File: src/rtl/hilo_muldiv_ctrl.sv
// HI/LO register owner: iterative shift-add multiply and restoring divide with clocked commit.
// Define MULDIV_DIV_EN to build the divider datapath and DIV state.
module hilo_muldiv_ctrl #(
  parameter int unsigned WIDTH = 32
) (
  input  logic             clk,
  input  logic             rst,
  input  logic             start,
  input  logic [2:0]       op,
  input  logic [WIDTH-1:0] A,
  input  logic [WIDTH-1:0] B,
  input  logic             flush,
  output logic             busy,
  output logic             done,
  output logic             div_by_zero,
  output logic [WIDTH-1:0] hi,
  output logic [WIDTH-1:0] lo
);

  localparam int unsigned W2 = 2 * WIDTH;
  localparam int unsigned CW = $clog2(WIDTH + 1);
  localparam logic [2:0]  OP_MTHI = 3'd6;
  localparam logic [2:0]  OP_MTLO = 3'd7;

  typedef enum logic [1:0] {
    S_IDLE   = 2'd0,
    S_MUL    = 2'd1,
    S_DIV    = 2'd2,
    S_COMMIT = 2'd3
  } state_t;

  state_t           state, state_nxt;
  logic [W2-1:0]    acc;
  logic [WIDTH-1:0] opb;
  logic [CW-1:0]    cnt;
  logic             sa, sb, acc_q, div_q;

  logic             accept, is_mul, is_div, sgn, last;
  logic [WIDTH-1:0] a_abs, b_abs;
  logic [WIDTH:0]   mul_sum;
  logic [W2-1:0]    mul_next, prod_fix, hilo_sum;
  logic             busy_nxt, done_nxt;
  logic [WIDTH-1:0] hi_nxt, lo_nxt;

  assign is_mul = !op[2];
  assign is_div = op[2] && !op[1];
  assign sgn    = !op[0] && !(op[2] && op[1]);
  assign accept = (state == S_IDLE) && start && !flush;
  assign last   = (cnt == CW'(WIDTH - 1));
  assign a_abs  = (sgn && A[WIDTH-1]) ? -A : A;
  assign b_abs  = (sgn && B[WIDTH-1]) ? -B : B;

  // Shift-add step: low half holds the unconsumed multiplier bits.
  assign mul_sum  = {1'b0, acc[W2-1:WIDTH]} + (acc[0] ? {1'b0, opb} : {(WIDTH+1){1'b0}});
  assign mul_next = {mul_sum, acc[WIDTH-1:1]};
  assign prod_fix = (sa ^ sb) ? -acc : acc;
  assign hilo_sum = {hi, lo} + prod_fix;

`ifdef MULDIV_DIV_EN
  logic             dbz_q, dbz_nxt, div_ge;
  logic [WIDTH:0]   div_sh;
  logic [WIDTH-1:0] div_diff, quo, rem;
  logic [W2-1:0]    div_next;

  // Restoring step: acc = {remainder, dividend/quotient}.
  assign div_sh   = {acc[W2-1:WIDTH], acc[WIDTH-1]};
  assign div_ge   = (div_sh >= {1'b0, opb});
  assign div_diff = div_sh[WIDTH-1:0] - opb;
  assign div_next = {(div_ge ? div_diff : div_sh[WIDTH-1:0]), acc[WIDTH-2:0], div_ge};
  assign quo      = (sa ^ sb) ? -acc[WIDTH-1:0] : acc[WIDTH-1:0];
  assign rem      = sa ? -acc[W2-1:WIDTH] : acc[W2-1:WIDTH];
`else
  assign div_by_zero = 1'b0;
`endif

  // State and registered outputs
  always_ff @(posedge clk or posedge rst) begin
    if (rst) begin
      state <= S_IDLE;
      busy  <= 1'b0;
      done  <= 1'b0;
      hi    <= '0;
      lo    <= '0;
`ifdef MULDIV_DIV_EN
      div_by_zero <= 1'b0;
`endif
    end else begin
      state <= state_nxt;
      busy  <= busy_nxt;
      done  <= done_nxt;
      hi    <= hi_nxt;
      lo    <= lo_nxt;
`ifdef MULDIV_DIV_EN
      div_by_zero <= dbz_nxt;
`endif
    end
  end

  always_comb begin
    state_nxt = state;
    case (state)
      S_IDLE: begin
        if (accept && is_mul) state_nxt = S_MUL;
`ifdef MULDIV_DIV_EN
        else if (accept && is_div) state_nxt = (B == '0) ? S_COMMIT : S_DIV;
`endif
      end
      S_MUL: begin
        if (flush)     state_nxt = S_IDLE;
        else if (last) state_nxt = S_COMMIT;
      end
`ifdef MULDIV_DIV_EN
      S_DIV: begin
        if (flush)     state_nxt = S_IDLE;
        else if (last) state_nxt = S_COMMIT;
      end
`endif
      default: state_nxt = S_IDLE;
    endcase
  end

  // Next values for the registered outputs; a flush in COMMIT drops the write.
  always_comb begin
    busy_nxt = (state_nxt != S_IDLE);
    done_nxt = 1'b0;
    hi_nxt   = hi;
    lo_nxt   = lo;
`ifdef MULDIV_DIV_EN
    dbz_nxt  = 1'b0;
`endif
    if (accept && state_nxt == S_IDLE) begin
      done_nxt = 1'b1;
      if (op == OP_MTHI) hi_nxt = A;
      if (op == OP_MTLO) lo_nxt = A;
    end else if (state == S_COMMIT && !flush) begin
      done_nxt = 1'b1;
      if (!div_q) begin
        if (acc_q) {hi_nxt, lo_nxt} = hilo_sum;
        else       {hi_nxt, lo_nxt} = prod_fix;
      end
`ifdef MULDIV_DIV_EN
      else if (dbz_q) begin
        dbz_nxt = 1'b1;
      end else begin
        lo_nxt = quo;
        hi_nxt = rem;
      end
`endif
    end
  end

  // Operand latch and iteration datapath
  always_ff @(posedge clk or posedge rst) begin
    if (rst) begin
      acc   <= '0;
      opb   <= '0;
      cnt   <= '0;
      sa    <= 1'b0;
      sb    <= 1'b0;
      acc_q <= 1'b0;
      div_q <= 1'b0;
`ifdef MULDIV_DIV_EN
      dbz_q <= 1'b0;
`endif
    end else if (accept) begin
      acc   <= {{WIDTH{1'b0}}, a_abs};
      opb   <= b_abs;
      cnt   <= '0;
      sa    <= sgn && A[WIDTH-1];
      sb    <= sgn && B[WIDTH-1];
      acc_q <= !op[2] && op[1];
      div_q <= is_div;
`ifdef MULDIV_DIV_EN
      dbz_q <= is_div && (B == '0);
`endif
    end else if (state == S_MUL) begin
      acc <= mul_next;
      cnt <= cnt + CW'(1);
    end
`ifdef MULDIV_DIV_EN
    else if (state == S_DIV) begin
      acc <= div_next;
      cnt <= cnt + CW'(1);
    end
`endif
  end

endmodule
File: config.mk
export PLATFORM = sky130hd
export DESIGN_NAME = hilo_muldiv_ctrl
export DESIGN_NICKNAME = d
export VERILOG_FILES = /design/src/rtl/hilo_muldiv_ctrl.sv
export SDC_FILE = /design/constraint.sdc
export NUM_CORES = 1
export LEC_CHECK = 0
export CAP_MARGIN = 10
export CORE_MARGIN = 8
export CORE_UTILIZATION = 30
export CTS_CLUSTER_SIZE = 25
export DETAILED_ROUTE_END_ITERATION = 10
export GPL_ROUTABILITY_DRIVEN = 0
export SLEW_MARGIN = 20
export SYNTH_ARGS = -nofsm -noshare
export SYNTH_HDL_FRONTEND = slang
export SYNTH_SLANG_ARGS = --single-unit
File: constraint.sdc
create_clock -name clk -period 6.1 [get_ports clk]
set_input_delay 1.22 -clock clk [delete_from_list [all_inputs] [get_ports clk]]
set_output_delay 1.22 -clock clk [all_outputs]
set_load 0.03 [all_outputs]
After elaboration in Yosys (flattened, before gate mapping):

Cells that the tools add are included.

* bits in registers: 174
* output and inout port bits: 67

* $add $sub $neg: 6
* eq/ne operators: 8
* multiplexer cells: 24
* bitwise operators: 1
* reductions and logical operators: 23

Operator list (number)
* two-way mux 32 bit: 13
* two-way mux 64 bit: 3
* adder 64 bit: 1
* negator 32 bit: 2
* negator 64 bit: 1
* adder 32 x 32 -> 33 bit: 1
* two-way mux 6 bit: 2
* logical AND 1 bit: 11
* adder 6 x 1 -> 6 bit, second input constant: 1
* equality test 3 bit, second input constant: 2
* equality test 6 x 5 -> 1 bit, second input constant: 1
* two-way mux 2 bit: 3
* != test 2 x 1 -> 1 bit, second input constant: 3
* AND reduction 3 bit: 2
* nonzero test 2 bit: 3
* logical NOT 1 bit: 5
* logical NOT 2 bit: 2
* case mux 2 bit (2 select lines): 1
* equality test 2 x 1 -> 1 bit, second input constant: 1
* equality test 2 bit, second input constant: 1
* two-way mux 1 bit: 2
* XOR 1 bit: 1

Depth between registers and ports, before layout:

Gate-level depths: netlist of the first run.

* word-level depth: 10
* depth in mapped cells: 23
* mapped depth without buffers: 20

Least setup slack after synthesis of the first run:

OpenSTA, ideal clock, no wires.

* path type: reg2reg
* from: register acc[0]
* to: register hi[30]
* setup time: 104 ps
* arrival time: 4955 ps
* setup slack: 1041 ps
* stages on the path, launching flop included: 21
* path buffers: 1
* cells stage by stage: dfrtp_1 > buf_2 > or4_1 > and4bb_1 > nor4b_4 > nand2_1 > or2_1 > o41ai_1 > xnor2_1 > ha_1 > a21o_1 > a21o_1 > a21oi_1 > o21ai_0 > a31o_2 > a211o_1 > o21ai_0 > o311a_1 > o21ai_0 > xnor2_1 > a221oi_1

* longest elaborated chain between the ends: 7

RTL lines
* start, declared: line 33 `logic [W2-1:0] acc;`
* start signal, assigned: line 166 `acc <= {{WIDTH{1'b0}}, a_abs};`
* start signal, assigned: line 177 `acc <= mul_next;`
* negator 64 bit: line 56 `assign prod_fix = (sa ^ sb) ? -acc : acc;`
* two-way mux 64 bit *: line 56
* adder 64 bit: line 57 `assign hilo_sum = {hi, lo} + prod_fix;`
* two-way mux 32 bit *: line 138 `if (acc_q) {hi_nxt, lo_nxt} = hilo_sum;`
* two-way mux 32 bit *: line 137 `if (!div_q) begin`
* two-way mux 32 bit *: line 135 `end else if (state == S_COMMIT && !flush) begin`
* two-way mux 32 bit *: line 131 `if (accept && state_nxt == S_IDLE) begin`
* end signal, assigned: line 91 `hi <= hi_nxt;`
* end, declared: line 16 `output logic [WIDTH-1:0] hi,`

Mark *: on every way between the ends. The rest lies on a longest branch, timed or not. The select of a mux whose other input is x is not followed.
A chain may end at the register's enable or synchronous reset.

Worst setup path in the final report of the first run:

* from: register acc[16]
* to: register hi[29]

Same word-level chain as after synthesis.

==> results of run 1 <==
per-stage QoR:
stage	hold WS [ns]	power (W)	setup slack, ns	utilization
after floorplan	0.438	0.00557	0.163	-
after detailed placement	0.466	0.00711	0.385	0.345
final	0.475	0.00849	0.261	0.357
after global placement	0.455	0.00705	0.531	0.345
after global routing	0.514	0.00907	0.0394	0.357
after CTS	0.482	0.00839	0.370	0.357
cell type report:
class                           count  area [um2]  area share
Clock buffer                       18         439      0.0239
Sequential cell                   174        4350       0.237
Multi-Input combinational cell   1648       10800       0.588
Tap cell                          680         851      0.0463
Inverter                           40         155     0.00844
Clock inverter                     13         199      0.0108
Timing Repair Buffer              163        1560      0.0851
logic make-up (layout without fill, tap and decap cells):
group / Yosys count / after routing / synth area share
adders and majority gates: 115 / 115 / 0.0930
xor gates and xnor gates: 210 / 210 / 0.118
and+or+nand+nor: 637 / 637 / 0.198
muxes: 14 / 14 / 0.00921
other: 1 / 1 / 0.000240
AOI/OAI and AO/OA: 671 / 671 / 0.270
DFF: 174 / 174 / 0.279
buffers and inverters: 135 / 234 / 0.0328
tightest hold or removal path: stages, from the launching register on:
cell and delay (ns):
dfrtp_1 0.34, nand2_1 0.04, o21ai_0 0.06
sequential cells by signal, indices dropped and copies added (netlist names), 2 cells and up:
register	cells
acc	64
cnt	6
hi	32
state	2
lo	32
opb	32
worst max-delay path by stage:
| stage | end | slack [ns] | depth (start not counted) |
|---|---|---|---|
| floorplan | acc[0] | 0.16 | 1 |
| global placement | hi[29] | 0.53 | 18 |
| detailed placement | hi[29] | 0.39 | 18 |
| CTS | hi[29] | 0.37 | 18 |
| global route | hi[29] | 0.04 | 18 |
| finish | hi[29] | 0.26 | 18 |
synthesized netlist by cell type, types with 39 or more instances:
| cell type | count |
|---|---|
| a21oi_1 | 178 |
| o21ai_0 | 189 |
| inv_1 | 39 |
| xor2_1 | 100 |
| nor2_1 | 175 |
| xnor2_1 | 110 |
| ha_1 | 113 |
| a21o_1 | 65 |
| dfrtp_1 | 174 |
| clkbuf_1 | 81 |
| nand3_1 | 51 |
| nand2_1 | 189 |
| and2_1 | 42 |
metal layers:
layer  track usage  up-vias  wire length [um]
li1              -     7331                 -
met4        0.0827        0              2380
met5             0        -                 0
met3        0.0354      109              4610
met1         0.248     7378             24800
met2         0.289      654             24900
power by group:
group	switching, W	internal, W
sequential	0.000461	0.00146
combinational	0.00321	0.00212
clock	0.000537	0.000705
total	0.00421	0.00428
==> results.ini, run 1 <==
[run_status]
status = finished, final reports clean

[route]
via_per_inst = 5.65
drc = 0
drt-initial-drc-count = 1634
wirelength_um = 56700
dr.pass1.iters = 6
wl_per_cell_um = 20.7
routed-via-count = 15472
antenna_left = 0

[cts]
cts_resized = 0
clockRootBuffer = clkbuf_16
cts_sinks = 174
clk_pin_slew_worst_paths_ns = 0.08
clk_latency_ns = 0.47
numCtsBuffers = 17
cts_setup_buffers = 0
h-tree-depth = 4
clock_path_buffers = 2
cts_tree = done
ctsHoldBuffers = 0

[setup_path]
crit_buf_inv = 0
rr_endpoint = hi[29]
rrSetupSlack_ns = 0.26
startpoint_type = flop
end_kind = flop
crit_slowest_cell = or4_4
cp_max_fo = 9
critPathLaunch = acc[16]
r2r-start = acc[16]
cp_top_family = simple AND/OR/NAND/NOR gates
critical_path.max_stage_delay_ns = 0.58
ff2ff_path_depth = 18
arrival_ns = 6.19
crit_chain = or4_4, or3_4, or4_4, or3_1, nor4_1, nor2b_1, nor2_1, xor2_1, ha_1, a21o_1, a31o_2, a21oi_1, o21ai_0, a41oi_1, o21ai_0, a311oi_1, xor2_1, o21ai_0
critical_path_class = flop to flop
crit_top_cell = o21ai_0
crit_required_ns = 6.45

[hold_path]
min_to = opb[29]
hp-class = flop to flop
min_from = opb[29]
holdPathStages = 2

[logic_synthesis]
synth-seq-cells = 174
synth_ff_type = dfrtp_1
ys_seq_area_frac = 0.279
yosys.area.top_type = dfrtp_1
postSynthAreaPerCell_um2 = 7.99
synth_area_leaders = dfrtp_1, ha_1, xnor2_1
synth-async-reset-ratio = 1.00
syn_inst = 1957
yosysUniqueCellTypes = 81
synth_edf_count = 0
yosysWarnings = 0
syn_nets = 2143
synth_area_um2 = 15600
synth_top_area_frac = 0.279

[final_layout]
finalNonFillerCells = 2736
fill_cells = 5278
insertedDiodeCount = 0
finish.instance_area_um2 = 18400
nNetsFinal = 2230
syn_to_final_growth_pct = 17.6
final_cell_mix = nand2_1, o21ai_0, a21oi_1
layout-drive-gt1-share = 0.0511

[global_route]
grt_overflow = 0
antenna_found_initial = 0
grt_start_max_net_pins = 112
grt_pass1_vias = 14816
track_usage = 0.186
grt_pass1_wl_um = 87700

[timing]
clock.fmax_ghz = 0.171
timing_hold_violations_final = 0
skew_ns = 0.0172
fin_crit_sh = 0.957
worst_slew_margin_rel = 0.321
setup_tns_ns = 0
setup_viol = 0
fin_crit_ns = 5.84
slew_violations = 0
tightest_slew_ns = 1.02
rsz0062_at_grt = no

[floorplanning]
fp.dieH_um = 244
initial_core_util = 0.304
die_area_um2 = 59700
die_w_um = 244
fp-row-count = 83
core_um2 = 51400
ios = 138

[placement]
port_buffers = 136
place_area_um2 = 17700
place_hpwl_um = 44300
placed_cells = 2705

[power]
ir_worst_vdd_mv = 0.254
p_leak_nw = 7.85
power_density_nw_per_um2 = 462

[run]
cap_violations = 0

Note: power is estimated with default switching activity, not from simulation.
==> run 2: changes to the inputs <==
--- a/config.mk
+++ b/config.mk
@@ -8,7 +8,7 @@
 export CAP_MARGIN = 10
 export CORE_MARGIN = 8
 export CORE_UTILIZATION = 30
-export CTS_CLUSTER_SIZE = 25
+export CTS_BUF_LIST = sky130_fd_sc_hd__clkbuf_4
 export DETAILED_ROUTE_END_ITERATION = 10
 export GPL_ROUTABILITY_DRIVEN = 0
 export SLEW_MARGIN = 20
==> results.ini, run 2 (synthesis gave the netlist of run 1 again) <==
[timing]
tightest_slew_ns = 1.03  ; was 1.02 ns
rsz0062_at_grt = no  ; unchanged
worst_slew_margin_rel = 0.313  ; was 0.321
clock.fmax_ghz = 0.171  ; about the same
timing_hold_violations_final = 0  ; unchanged
fin_crit_ns = 5.86  ; was 5.84 ns
setup_viol = 0  ; unchanged
fin_crit_sh = 0.960  ; was 0.957
setup_tns_ns = 0  ; unchanged
slew_violations = 0  ; unchanged
skew_ns = 0.0359  ; was 0.0172 ns

[route]
routed-via-count = 15490  ; about the same
via_per_inst = 5.66  ; was 5.65
wl_per_cell_um = 20.7  ; about the same
antenna_left = 0  ; unchanged
drt-initial-drc-count = 1723  ; was 1634
wirelength_um = 56700  ; about the same
dr.pass1.iters = 7  ; was 6
drc = 0  ; unchanged

[run_status]
status = finished, final reports clean  ; unchanged

[setup_path]
cp.depth = 18  ; unchanged
crit_slowest_cell = or4_4  ; unchanged
critical_path_class = flop to flop  ; unchanged
crit_top_cell = o21ai_0  ; unchanged
crit_chain = or4_4, or3_4, or4_4, or3_1, nor4_1, nor2b_1, nor2_1, xor2_1, ha_1, a21o_1, a31o_2, a21oi_1, o21ai_0, a41oi_1, o21ai_0, a311oi_1, xor2_1, o21ai_0  ; unchanged
end_kind = flop  ; unchanged
critical_path.max_stage_delay_ns = 0.58  ; about the same
ff2ff_path_depth = 18  ; unchanged
arrival_ns = 6.45  ; was 6.19 ns
cp_top_family = simple AND/OR/NAND/NOR gates  ; unchanged
startpoint_type = flop  ; unchanged
cp_max_fo = 9  ; unchanged
crit_required_ns = 6.69  ; was 6.45 ns
crit_buf_inv = 0  ; unchanged

[placement]
port_buffers = 136  ; unchanged
place_hpwl_um = 44300  ; unchanged

[power]
p_total_w = 0.00806  ; was 0.00849 W
power_density_nw_per_um2 = 446  ; was 462 nW/um2
ir_worst_vdd_mv = 0.170  ; was 0.254 mV
p_leak_nw = 7.72  ; was 7.85 nW

[cts]
h-tree-depth = 4  ; unchanged
cts_setup_buffers = 0  ; unchanged
clock_path_buffers = 2  ; unchanged
numCtsBuffers = 17  ; unchanged
cts_resized = 0  ; unchanged
clockRootBuffer = clkbuf_4  ; was clkbuf_16
clk_pin_slew_worst_paths_ns = 0.18  ; was 0.08 ns
ctsHoldBuffers = 0  ; unchanged
cts_tree = done  ; unchanged
cts_sinks = 174  ; unchanged
clk_latency_ns = 0.70  ; was 0.47 ns

[floorplanning]
initial_core_util = 0.304  ; unchanged
fp.dieH_um = 244  ; unchanged
ios = 138  ; unchanged
die_w_um = 244  ; unchanged
die_area_um2 = 59700  ; unchanged
core_um2 = 51400  ; unchanged
fp-row-count = 83  ; unchanged

[run]
cap_violations = 0  ; unchanged

[final_layout]
multiInputGateArea_um2 = 10800  ; unchanged
layout-drive-gt1-share = 0.0506  ; was 0.0511
seq_area_um2 = 4350  ; unchanged
final_cell_mix = nand2_1, o21ai_0, a21oi_1  ; unchanged
syn_to_final_growth_pct = 15.6  ; was 17.6%
nNetsFinal = 2230  ; unchanged
regMostFlops = acc  ; unchanged
fill_cells = 5323  ; was 5278
largest_register_ffs = 64  ; unchanged

[global_route]
grt_start_max_net_pins = 112  ; unchanged
antenna_found_initial = 1  ; was 0
grt_overflow = 0  ; unchanged
track_usage = 0.186  ; about the same
grt_pass1_wl_um = 87700  ; about the same
grt_pass1_vias = 14831  ; about the same

[hold_path]
holdPathStages = 2  ; unchanged
hp-class = flop to flop  ; unchanged

-- run 2: cell types whose count changed in the layout (fill, tap and decap cells not counted), sizes merged --
cell	delta
clkinv	+1
diode	+2
clkbuf	-1
-- run 2: routing by layer --
metal  track usage  up-vias  share of wire
li1              -     7329              -
met1         0.247     7346           0.43
met2         0.289      686           0.44
met3        0.0367      127          0.087
met4        0.0824        2          0.044
met5             0        -        0.00051
-- run 2: final cells by class --
type                    instances  area share
clock buffers                  17     0.00706
repair buffers                163      0.0865
inverters                      40     0.00858
clock inverters                14      0.0112
well taps                     680      0.0471
diodes                          2    0.000277
flip-flops and latches        174       0.241
multi-input cells            1648       0.598
-- run 2: worst min-delay path, cell delays in order, from the launching register on --
cell	delay, ns
dfrtp_1	0.37
nand2_1	0.04
o21ai_0	0.06
-- run 2: power breakdown --
group | internal, W | switching, W | total [W]
Sequential | 0.00146 | 0.000462 | 0.00192
Clock | 0.000332 | 0.000485 | 0.000817
Combinational | 0.00212 | 0.00321 | 0.00532
-- run 2: path summary, 6_finish.rpt --
kind / slack [ns] / start / endpoint
setup / recovery: 0.24 / acc[16] / hi[29]
hold / removal: 0.49 / opb[29] / opb[29]
setup reg to reg: 0.24 / acc[16] / hi[29]
hold reg to reg: 0.49 / opb[29] / opb[29]
max in group asynchronous: 3.77 / rst / opb[18]
min in group asynchronous: 1.07 / rst / lo[1]
-- run 2: through the flow --
step	std cells	cell area (um2)	hold WS, ns	worst slack [ns]	utilization
after floorplan	1957	15600	0.438	0.163	-
after global placement	2705	17700	0.455	0.531	0.345
after detailed placement	2705	17700	0.466	0.385	0.345
after CTS	2736	18100	0.499	0.368	0.351
after global routing	2737	18100	0.533	0.0404	0.352
final	2738	18100	0.491	0.243	0.352
